`src/rtl/pc_sequencer_pkg.sv`:
```
// Shared definitions for the program-counter sequencer: instruction class encodings.
package pc_sequencer_pkg;

  localparam int PC_KIND_W = 3;

  typedef enum logic [PC_KIND_W-1:0] {
    PC_KIND_SEQ    = 3'd0,
    PC_KIND_JUMP   = 3'd1,
    PC_KIND_CALL   = 3'd2,
    PC_KIND_RET    = 3'd3,
    PC_KIND_BRANCH = 3'd4,
    PC_KIND_JREG   = 3'd5
  } pc_kind_e;

  // Unassigned encodings behave as plain sequential instructions.
  function automatic pc_kind_e decode_kind(input logic [PC_KIND_W-1:0] raw);
    pc_kind_e k;
    case (raw)
      3'd1:    k = PC_KIND_JUMP;
      3'd2:    k = PC_KIND_CALL;
      3'd3:    k = PC_KIND_RET;
      3'd4:    k = PC_KIND_BRANCH;
      3'd5:    k = PC_KIND_JREG;
      default: k = PC_KIND_SEQ;
    endcase
    return k;
  endfunction

endpackage

```
`src/rtl/pc_sequencer_return_stack.sv`:
```
// Circular return-address stack; ptr addresses the top entry, count saturates at DEPTH.
// Push on full overwrites the oldest entry; pop on empty returns the stale top and still moves ptr.
module pc_return_stack #(
  parameter int ADDR_W = 32,
  parameter int DEPTH  = 8,
  localparam int PTR_W = $clog2(DEPTH),
  localparam int CNT_W = $clog2(DEPTH + 1)
) (
  input  logic              clk,
  input  logic              reset,
  input  logic              push,
  input  logic              pop,
  input  logic [ADDR_W-1:0] push_data,
  input  logic              restore,
  input  logic [PTR_W-1:0]  restore_ptr,
  input  logic [CNT_W-1:0]  restore_count,
  output logic [ADDR_W-1:0] top,
  output logic [PTR_W-1:0]  ptr,
  output logic [CNT_W-1:0]  count,
  output logic              overflow,
  output logic              underflow
);

  logic [ADDR_W-1:0] entries [DEPTH];
  logic              full;
  logic              empty;

  assign full      = (count == CNT_W'(DEPTH));
  assign empty     = (count == '0);
  assign top       = entries[ptr];
  assign overflow  = push && !restore && full;
  assign underflow = pop && !restore && !push && empty;

  always_ff @(posedge clk) begin
    if (reset) begin
      ptr   <= '0;
      count <= '0;
    end else if (restore) begin
      ptr   <= restore_ptr;
      count <= restore_count;
    end else if (push) begin
      ptr <= ptr + PTR_W'(1);
      if (!full) count <= count + CNT_W'(1);
    end else if (pop) begin
      ptr <= ptr - PTR_W'(1);
      if (!empty) count <= count - CNT_W'(1);
    end
  end

  // Entry storage carries no reset so a pop on empty sees whatever was left behind.
  always_ff @(posedge clk) begin
    if (!reset && !restore && push) entries[ptr + PTR_W'(1)] <= push_data;
  end

endmodule

```
`src/rtl/pc_sequencer.sv`:
```
// Fetch PC generator: sequential/jump/call/return plus predict-not-taken branches and jump-register,
// resolved after fixed latencies through tracking pipes that squash younger work on redirect.
module pc_sequencer
  import pc_sequencer_pkg::*;
#(
  parameter int                ADDR_W    = 32,
  parameter int                RAS_DEPTH = 8,
  parameter int                BR_LAT    = 2,
  parameter int                JR_LAT    = 1,
  parameter logic [ADDR_W-1:0] RESET_PC  = '0
) (
  input  logic                 clk,
  input  logic                 reset,
  input  logic                 keep_pc,
  input  logic [PC_KIND_W-1:0] dec_kind,
  input  logic [ADDR_W-1:0]    dec_target,
  input  logic [ADDR_W-1:0]    rs,
  input  logic                 branch_taken,
  output logic [ADDR_W-1:0]    pc,
  output logic                 flush,
  output logic                 ras_overflow,
  output logic                 ras_underflow
);

  localparam int PTR_W = $clog2(RAS_DEPTH);
  localparam int CNT_W = $clog2(RAS_DEPTH + 1);

  // Branch tracking pipe: stage BR_LAT-1 is the oldest entry, resolved against branch_taken.
  logic              br_vld [BR_LAT];
  logic [ADDR_W-1:0] br_tgt [BR_LAT];
  logic [PTR_W-1:0]  br_ptr [BR_LAT];
  logic [CNT_W-1:0]  br_cnt [BR_LAT];
  logic              jr_vld [JR_LAT];

  logic [ADDR_W-1:0] ras_top;
  logic [PTR_W-1:0]  ras_ptr;
  logic [CNT_W-1:0]  ras_count;
  logic              ras_ovf_pulse;
  logic              ras_unf_pulse;

  pc_kind_e          kind;
  logic              br_fire;
  logic              jr_fire;
  logic              redirect;
  logic              accept;
  logic              ras_push;
  logic              ras_pop;
  logic              br_in;
  logic              jr_in;
  logic [ADDR_W-1:0] pc_inc;
  logic [ADDR_W-1:0] pc_next;

  assign kind     = decode_kind(dec_kind);
  assign pc_inc   = pc + ADDR_W'(1);
  assign br_fire  = br_vld[BR_LAT-1] && branch_taken;
  assign jr_fire  = jr_vld[JR_LAT-1];
  assign redirect = br_fire || jr_fire;
  assign accept   = !redirect && !keep_pc;
  assign ras_push = accept && (kind == PC_KIND_CALL);
  assign ras_pop  = accept && (kind == PC_KIND_RET);
  assign br_in    = accept && (kind == PC_KIND_BRANCH);
  assign jr_in    = accept && (kind == PC_KIND_JREG);

  // The branch tail is always older than the JREG tail, so it wins a simultaneous resolve.
  always_comb begin
    pc_next = pc;
    if (br_fire) begin
      pc_next = br_tgt[BR_LAT-1];
    end else if (jr_fire) begin
      pc_next = rs;
    end else if (!keep_pc) begin
      case (kind)
        PC_KIND_JUMP: pc_next = dec_target;
        PC_KIND_CALL: pc_next = dec_target;
        PC_KIND_RET:  pc_next = ras_top;
        default:      pc_next = pc_inc;
      endcase
    end
  end

  pc_return_stack #(
    .ADDR_W (ADDR_W),
    .DEPTH  (RAS_DEPTH)
  ) u_ras (
    .clk           (clk),
    .reset         (reset),
    .push          (ras_push),
    .pop           (ras_pop),
    .push_data     (pc_inc),
    .restore       (br_fire),
    .restore_ptr   (br_ptr[BR_LAT-1]),
    .restore_count (br_cnt[BR_LAT-1]),
    .top           (ras_top),
    .ptr           (ras_ptr),
    .count         (ras_count),
    .overflow      (ras_ovf_pulse),
    .underflow     (ras_unf_pulse)
  );

  always_ff @(posedge clk) begin
    if (reset) begin
      pc            <= RESET_PC;
      flush         <= 1'b0;
      ras_overflow  <= 1'b0;
      ras_underflow <= 1'b0;
    end else begin
      pc            <= pc_next;
      flush         <= redirect;
      ras_overflow  <= ras_overflow | ras_ovf_pulse;
      ras_underflow <= ras_underflow | ras_unf_pulse;
    end
  end

  always_ff @(posedge clk) begin
    if (reset || redirect) begin
      for (int i = 0; i < BR_LAT; i++) br_vld[i] <= 1'b0;
      for (int i = 0; i < JR_LAT; i++) jr_vld[i] <= 1'b0;
    end else begin
      br_vld[0] <= br_in;
      br_tgt[0] <= dec_target;
      br_ptr[0] <= ras_ptr;
      br_cnt[0] <= ras_count;
      for (int i = 1; i < BR_LAT; i++) begin
        br_vld[i] <= br_vld[i-1];
        br_tgt[i] <= br_tgt[i-1];
        br_ptr[i] <= br_ptr[i-1];
        br_cnt[i] <= br_cnt[i-1];
      end
      jr_vld[0] <= jr_in;
      for (int i = 1; i < JR_LAT; i++) jr_vld[i] <= jr_vld[i-1];
    end
  end

endmodule
```
`config.mk`:
```
export PLATFORM = sky130hd
export DESIGN_NAME = pc_sequencer
export DESIGN_NICKNAME = d
export VERILOG_FILES = /design/src/rtl/pc_sequencer_pkg.sv /design/src/rtl/pc_sequencer_return_stack.sv /design/src/rtl/pc_sequencer.sv
export SDC_FILE = /design/constraint.sdc
export NUM_CORES = 1
export LEC_CHECK = 0
export ABC_AREA = 1
export CAP_MARGIN = 20
export CORE_AREA = 2 2 192 194
export CTS_BUF_LIST = sky130_fd_sc_hd__clkbuf_2 sky130_fd_sc_hd__clkbuf_4 sky130_fd_sc_hd__clkbuf_8
export DETAILED_ROUTE_END_ITERATION = 10
export DIE_AREA = 0 0 194 196
export DONT_BUFFER_PORTS = 1
export GPL_TIMING_DRIVEN = 0
export PLACE_DENSITY = 0.58
export SYNTH_ARGS = -nofsm -noshare
export SYNTH_HDL_FRONTEND = slang
export SYNTH_HIERARCHICAL = 1
export SYNTH_SLANG_ARGS = --single-unit
```
`constraint.sdc`:
```
create_clock -name clk -period 13.4 [get_ports clk]
set_clock_uncertainty 0.2 [all_clocks]
set_input_delay 0 -clock clk [delete_from_list [all_inputs] [get_ports clk]]
set_output_delay 0 -clock clk [all_outputs]
set_load 0.02 [all_outputs]
```
==> results of run 1 <==
## cell usage in the layout (no fill, tap or decap), types with 3 or more instances in the layout
cell,synthesis,final
buf_16,0,5
o221a_2,15,15
clkbuf_4,1,20
nand3_1,35,35
mux2i_1,64,64
or2_2,4,4
xor2_2,4,4
clkbuf_8,1,63
nand2_2,5,5
and2_1,4,4
ha_1,5,5
buf_2,18,18
inv_1,61,61
nand2_1,391,391
dfxtp_1,48,48
nand4_1,10,10
clkinv_1,0,17
buf_12,1,6
xor2_1,4,4
clkinv_2,0,5
clkbuf_1,26,26
dlygate4sd3_1,0,148
xnor2_1,3,3
nor2_1,141,132
a21oi_1,59,59
buf_4,6,6
o21ai_0,78,78
edfxtp_1,334,334
nor2_2,6,6
bufinv_16,0,4
o22ai_1,75,75
inv_2,4,4
o21ai_1,3,3
buf_1,11,11
nor3_1,3,3
nor2_4,7,16
## worst min-delay path, delay by kind of cell
kind | cells | cell delay [ns]
AO/OA/AOI/OAI | 2 | 0.18
buffers and inverters | 2 | 0.59
AND/OR/NAND/NOR | 1 | 0.05
## flip-flops by register name, indices dropped and copies added, names as in the netlist, named ones only
signal	count
flush	1
pc	32
u_ras/ptr	3
br_vld	2
ras_overflow	1
br_cnt	8
ras_underflow	1
u_ras/entries	256
br_ptr	6
br_tgt	64
jr_vld	1
u_ras/count	4
## synth_stat cells, types with 2 or more instances
master	number
a21oi_1	59
a21oi_2	2
a221oi_1	2
and2_1	4
buf_1	11
buf_2	18
buf_4	6
buf_6	2
buf_8	2
clkbuf_1	26
dfxtp_1	48
edfxtp_1	334
ha_1	5
inv_1	61
inv_2	4
mux2i_1	64
nand2_1	391
nand2_2	5
nand2_4	2
nand3_1	35
nand3b_1	2
nand4_1	10
nor2_1	141
nor2_2	6
nor2_4	7
nor3_1	3
o211ai_1	2
o21ai_0	78
o21ai_1	3
o221a_2	15
o22ai_1	75
or2_2	4
xnor2_1	3
xor2_1	4
xor2_2	4
## per-layer routing
metal | global-route usage, % | wire, um | up-vias
li1 | - | - | 5563
met1 | 32.92 | 20260 | 5703
met2 | 40.15 | 21760 | 490
met3 | 5.140 | 3709 | 95
met4 | 8.726 | 1455 | 0
met5 | 0 | 0 | -
## worst min-delay path by stage
stage / startpoint / endpoint / slack (ns) / depth (start not counted)
floorplan: dec_target[0] / br_tgt[0][0]$_DFFE_PN_ / -0.10 / 0
global placement: dec_target[31] / br_tgt[0][31]$_DFFE_PN_ / -0.10 / 0
detailed placement: dec_target[17] / br_tgt[0][17]$_DFFE_PN_ / -0.10 / 0
CTS: rs[20] / pc[20]$_SDFFE_PP0P_ / 0.007 / 5
global route: rs[19] / pc[19]$_SDFFE_PP0P_ / 0.06 / 5
finish: rs[20] / pc[20]$_SDFFE_PP0P_ / 0.03 / 5
## stage by stage
stage          cells  setup WS (ns)  hold slack [ns]  power, mW
2_1_floorplan   1451          8.779          -0.1011      1.499
3_3_place_gp    1919          7.178          -0.1010      1.571
3_5_place_dp    1929          9.137          -0.1010      1.576
4_1_cts         2187          8.392         0.007026      2.627
5_1_grt         2187          8.022          0.06119      2.706
6_report        2187          8.306          0.03453      2.620
## what timing repair did
| item | CTS | global route |
|---|---|---|
| endpoints found under the hold margin | 158 | 0 |
| hold buffers | 148 | 0 |
| setup endpoints to repair | 0 | 0 |
## cell type report
type                    instances  area share, %
multi-input cells             935          24.28
plain buffers                  69          1.895
well taps                     468          2.927
inverters                      65          1.219
clock buffers                  81          4.978
flip-flops and latches        382          54.93
repair buffers                158          8.592
clock inverters                29          1.182
## where the power goes
part | internal (mW) | switching (mW) | total (mW) | leakage [nW]
Sequential | 1.33 | 0.0332 | 1.36 | 3.52
Clock | 0.559 | 0.462 | 1.02 | 0.647
Combinational | 0.0873 | 0.151 | 0.238 | 2.98
Total | 1.97 | 0.646 | 2.62 | 7.15
## cell families (layout without fill, tap and decap cells)
group	Yosys count	after routing
xor+xnor	11	11
fa+ha+maj	6	6
mux	64	64
simple gates	613	613
buf+inv	134	402
flops	382	382
compound gates	241	241
==> metrics.md, run 1 <==
| Metric | Value |
|---|---|
| Buffer depth of the longest clock path | 3 |
| Post-route ant nets | 0 |
| Routed wire length | 47190 um |
| Worst Setup SP | jr_vld[0]$_SDFF_PP0_ |
| Reg-to-reg endpoint | u_ras/count[2]$_SDFFE_PP0P_ |
| Synth area leader | edfxtp_1 |
| Slew headroom | between 20% and 30% |
| Final Critical Period | around 5 ns |
| Routability cong. | ~0.93 |
| Worst path bufs/invs | 7 |
| Crit path cell chain | inv_1, nand2_1, inv_1, buf_1, nand2_1, nor4_1, inv_1, fa_1, nand2_1, nand2_1, o21ai_0, dlygate4sd3_1, nand4_1, dlygate4sd3_1, a21oi_1, dlygate4sd3_1 |
| Setup_tns | 0 ns |
| Vias in the first global route | 11.94k |
| Mapped Cells | 1451 |
| Row count | 70 |
| Crit path depth | 16 |
| Final HPWL DP | about 32000 um |
| Largest family of logic cells by synthesized area | simple AND/OR/NAND/NOR gates |
| Avg Cell Area, Syn | 11.30 um^2 |
| Crit path capture type | flop |
| R2R setup slack | 8.31 ns |
| Maximum fanout along the worst path | 10 |
| Post-synthesis simple-gate area fraction | 15.29% |
| Max-cap violation count | 0 |
| Layout cells sized above 1 | 11.34% |
| CP max stage delay | 0.59 ns |
| Drt wl/cell | 21.58 um |
| Fin. max-slew vios | 0 |
| Die W | 194 um |
| Critical path launch point type | flop |
| Worst r2r src | jr_vld[0]$_SDFF_PP0_ |
| All-layer global routing usage | around a quarter |
| Number of gates resized after cts | 0 |
| Fill count | 3040 |
| Initial DRC Count | 1123 |
| Primary FF master, synth | edfxtp_1 |
| Vias per cell | 5.419 |
| Vias post-DR | 11.85k |
| DIE AREA | 0.03802 mm^2 |
| Fin nets | 1748 |
| CTS buffer count | 60 |
| Status | complete, no violations |
| Congestion Overflow GR | 0 |
| Setup violators final | 0 |
| First-pass GRT wire length | 71050 um |
| Fraction of registers with async set/reset | 0% |
| H-tree levels | 2 |
| Reg area | 0.01099 mm^2 |
| Residual DRC | 0 |
| Crit path capture | u_ras/count[2]$_SDFFE_PP0P_ |
| Clock Latency Late Sink | 0.65 ns |
| Unrepaired setup endpoints after global routing | no |
| Num ports | 106 |
| Worst-Margin Slew | 1.113 ns |
| Largest cells by area after synthesis | edfxtp_1 (61%), nand2_1 (8.9%), dfxtp_1 (5.9%) |
| YS warnings | 6 |
| Final instance area | 0.02001 mm^2 |
| Post-Synth Adder-Cell Area | less than 1% |
| CP Data Required Time | 13.79 ns |
| Compound-Gate Fraction of Synth Area | around 8.7% |
| Core area | roughly 0.036 mm^2 |
| Die outline height | 196 um |
| Yosys top cell area share | 61.14% |
| CP most frequent cell | nand2_1 |
| Period utilization | 38.02% |
| Syn_nets | 1528 |
| Maximum clock frequency | 0.1963 GHz |
| Area delta synth->final | 21.98% |
| Post-synth cell types | 48 |
| Mux share of post-synthesis cell area | under 10% |
| 1st-pass router iterations | 5 |
| Post-DP Area | approximately 0.017 mm^2 |
| PwrDens | about 130 mW/mm^2 |
| Root Buffer | clkbuf_8 |
| Crit Path Class | reg2reg |
| Initial Utilization | 45.46% |
| Worst R2R Path Depth | 16 |
| Final Hold Fails | 0 |
| Crit path DAT | 5.49 ns |
| EDFF count, synth | about 330 |
| #FFs+latches synth | 382 |
| Multi-input logic area | 0.004857 mm^2 |
| PortBufs | 0 |
| CTS tree | done |
| Initial antenna violation count | 0 |
| Worst path slowest cell | dlygate4sd3_1 |
| Post-CTS Setup Bufs | 0 |
| Final Core Density | 55.45% |
| Largest net degree at the start of global routing | 37 |
| VDD IR max | 0.09777 mV |
| Hold WC Path Type | in2reg |
| Post-synthesis sequential area ratio | 67.00% |
| Clock transition at path regs | roughly 0.06 ns |
| Post-Synthesis Cell Area | approximately 0.016 mm^2 |
| Lkg Pwr | just over 7 nW |
| CTS sink cnt | 382 |
| Xor-xnor portion of the synthesized cell area | less than 1% |
| Diode count | 0 |
| CP top delay family | buffers and inverters |
No activity file was read; power rests on OpenSTA's default activity.
==> inputs of run 2 (changes only) <==
==> constraint.sdc (replaced) <==
create_clock -name clk -period 5 [get_ports clk]
set_clock_uncertainty 0.2 [all_clocks]
set_input_delay 0 -clock clk [delete_from_list [all_inputs] [get_ports clk]]
set_output_delay 0 -clock clk [all_outputs]
set_load 0.02 [all_outputs]
==> metrics.md, run 2 (synthesized netlist as in run 1, its figures left out) <==
| Metric | Value |
|---|---|
| Top flop regs | u_ras/entries: 256 flops, br_tgt: 64 flops, pc: 32 flops |
| Residual DRC | 0 |
| Hold Buf Count CTS | about 150 |
| Initial DRC Count | ~1.1k |
| Lkg Pwr | 7.139 nW |
| Post-CTS Setup Bufs | 0 |
| Unrepaired setup endpoints after global routing | no |
| Diode count | 0 |
| Final Core Density | 55.42% |
| Routed wire length | approximately 47000 um |
| Vias per cell | roughly 5.4 |
| Number of gates resized after cts | 0 |
| PwrDens | 351.2 mW/mm^2 |
| CTS tree | done |
| Die W | 194 um |
| Clock Latency Late Sink | 0.65 ns |
| Critical path launch point type | flop |
| DIE AREA | 0.03802 mm^2 |
| Clock transition at path regs | 0.06 ns |
| Initial antenna violation count | 0 |
| Die outline height | 196 um |
| Post-route ant nets | 0 |
| Maximum fanout along the worst path | 18 |
| Slew headroom | approximately a quarter |
| Hold Slack | 0.03625 ns |
| H-tree levels | 2 |
| Hold WC Path Type | in2reg |
| Vias post-DR | approximately 12k |
| Num ports | about 110 |
| Crit path capture type | flop |
| Core area | ~0.036 mm^2 |
| Final instance area | 0.02000 mm^2 |
| Final HPWL DP | 32170 um |
| Overall power | between 7 and 8 mW |
| Buffer depth of the longest clock path | 3 |
| Initial Utilization | a little under half |
| Setup violators final | 0 |
| First-pass GRT wire length | 71040 um |
| CTS buffer count | 60 |
| Final Critical Period | 4.613 ns |
| Fin nets | between 1.5k and 2k |
| Worst-Margin Slew | 1.103 ns |
| Reg area | 0.01099 mm^2 |
| Crit Path Class | reg2reg |
| Crit path DAT | 4.73 ns |
| Setup_tns | 0 ns |
| Fill count | about 3.0k |
| VDD IR max | 0.2620 mV |
| Most frequent cells in the layout | nand2_1 (391), edfxtp_1 (334), dlygate4sd3_1 (147) |
| Commonest non-fill, non-tap cell in the layout | nand2_1 |
| Row count | 70 |
| Vias in the first global route | 11.94k |
| Final Hold Fails | 0 |
| PortBufs | 0 |
| CP Data Required Time | 5.12 ns |
| Multi-input logic area | ~0.0049 mm^2 |
| Register bank with the most flops | u_ras/entries |
| Area delta synth->final | 21.91% |
| Largest net degree at the start of global routing | 37 |
| Layout cells sized above 1 | 11.35% |
| All-layer global routing usage | 24.65% |
| Congestion Overflow GR | 0 |
| 1st-pass router iterations | 6 |
| Post-DP Area | 0.01729 mm^2 |
| Status | complete, no violations |
| Max-cap violation count | 0 |
| Period utilization | 92.26% |
| Max FFs per register | 256 |
| CTS sink cnt | 382 |
| Drt wl/cell | 21.57 um |
| Routability cong. | 0.9331 |
| Maximum clock frequency | 0.2168 GHz |
| Fin. max-slew vios | 0 |
| Root Buffer | clkbuf_8 |
[run 2: final cells by class]
cell class | instances | area share, %
flip-flops and latches | 382 | 54.96
multi-input cells | 935 | 24.29
repair buffers | 157 | 8.547
clock buffers | 81 | 4.980
well taps | 468 | 2.928
plain buffers | 69 | 1.896
inverters | 65 | 1.220
clock inverters | 29 | 1.183
[run 2: layer usage]
| metal | track usage (%) | vias to the layer above | routed length, um |
|---|---|---|---|
| li1 | - | 5568 | - |
| met1 | 32.93 | 5737 | 20580 |
| met2 | 40.12 | 456 | 21660 |
| met3 | 5.140 | 101 | 3430 |
| met4 | 8.726 | 0 | 1483 |
| met5 | 0 | - | 0 |
[run 2: power by group]
part,internal (mW),switching (mW)
logic,0.234,0.405
registers,3.56,0.0884
clock network,1.50,1.24
total,5.29,1.73
[run 2: per-stage QoR]
step	setup WS (ns)	std cells
floorplan	0.3794	1451
global placement	-1.222	1919
detailed placement	0.7365	1929
CTS	0.3866	2186
global route	0.1100	2186
finish	0.3870	2186
[run 2: path summary, 6_finish.rpt]
| path | from | end | slack, ns | depth (start not counted) |
|---|---|---|---|---|
| worst max-delay path | jr_vld[0]$_SDFF_PP0_ | u_ras/entries[0][9]$_DFFE_PP_ | 0.39 | 12 |
| worst min-delay path | rs[20] | pc[20]$_SDFFE_PP0P_ | 0.04 | 5 |
| worst max register to register | jr_vld[0]$_SDFF_PP0_ | u_ras/entries[0][9]$_DFFE_PP_ | 0.39 | 12 |
| worst min register to register | br_tgt[0][9]$_DFFE_PN_ | br_tgt[0][41]$_DFFE_PN_ | 0.19 | 0 |
[run 2: worst max-delay path, stage by stage (launching register included)]
cell           delay [ns]
dfxtp_1              0.30
inv_1                0.12
nand2_1              0.15
inv_1                0.27
buf_1                0.58
nand2_1              0.20
nor4_1               0.36
dlygate4sd3_1        0.70
nand2_1              0.12
nor2_1               0.15
nand2_1              0.25
nor2_4               0.61
buf_16               0.25
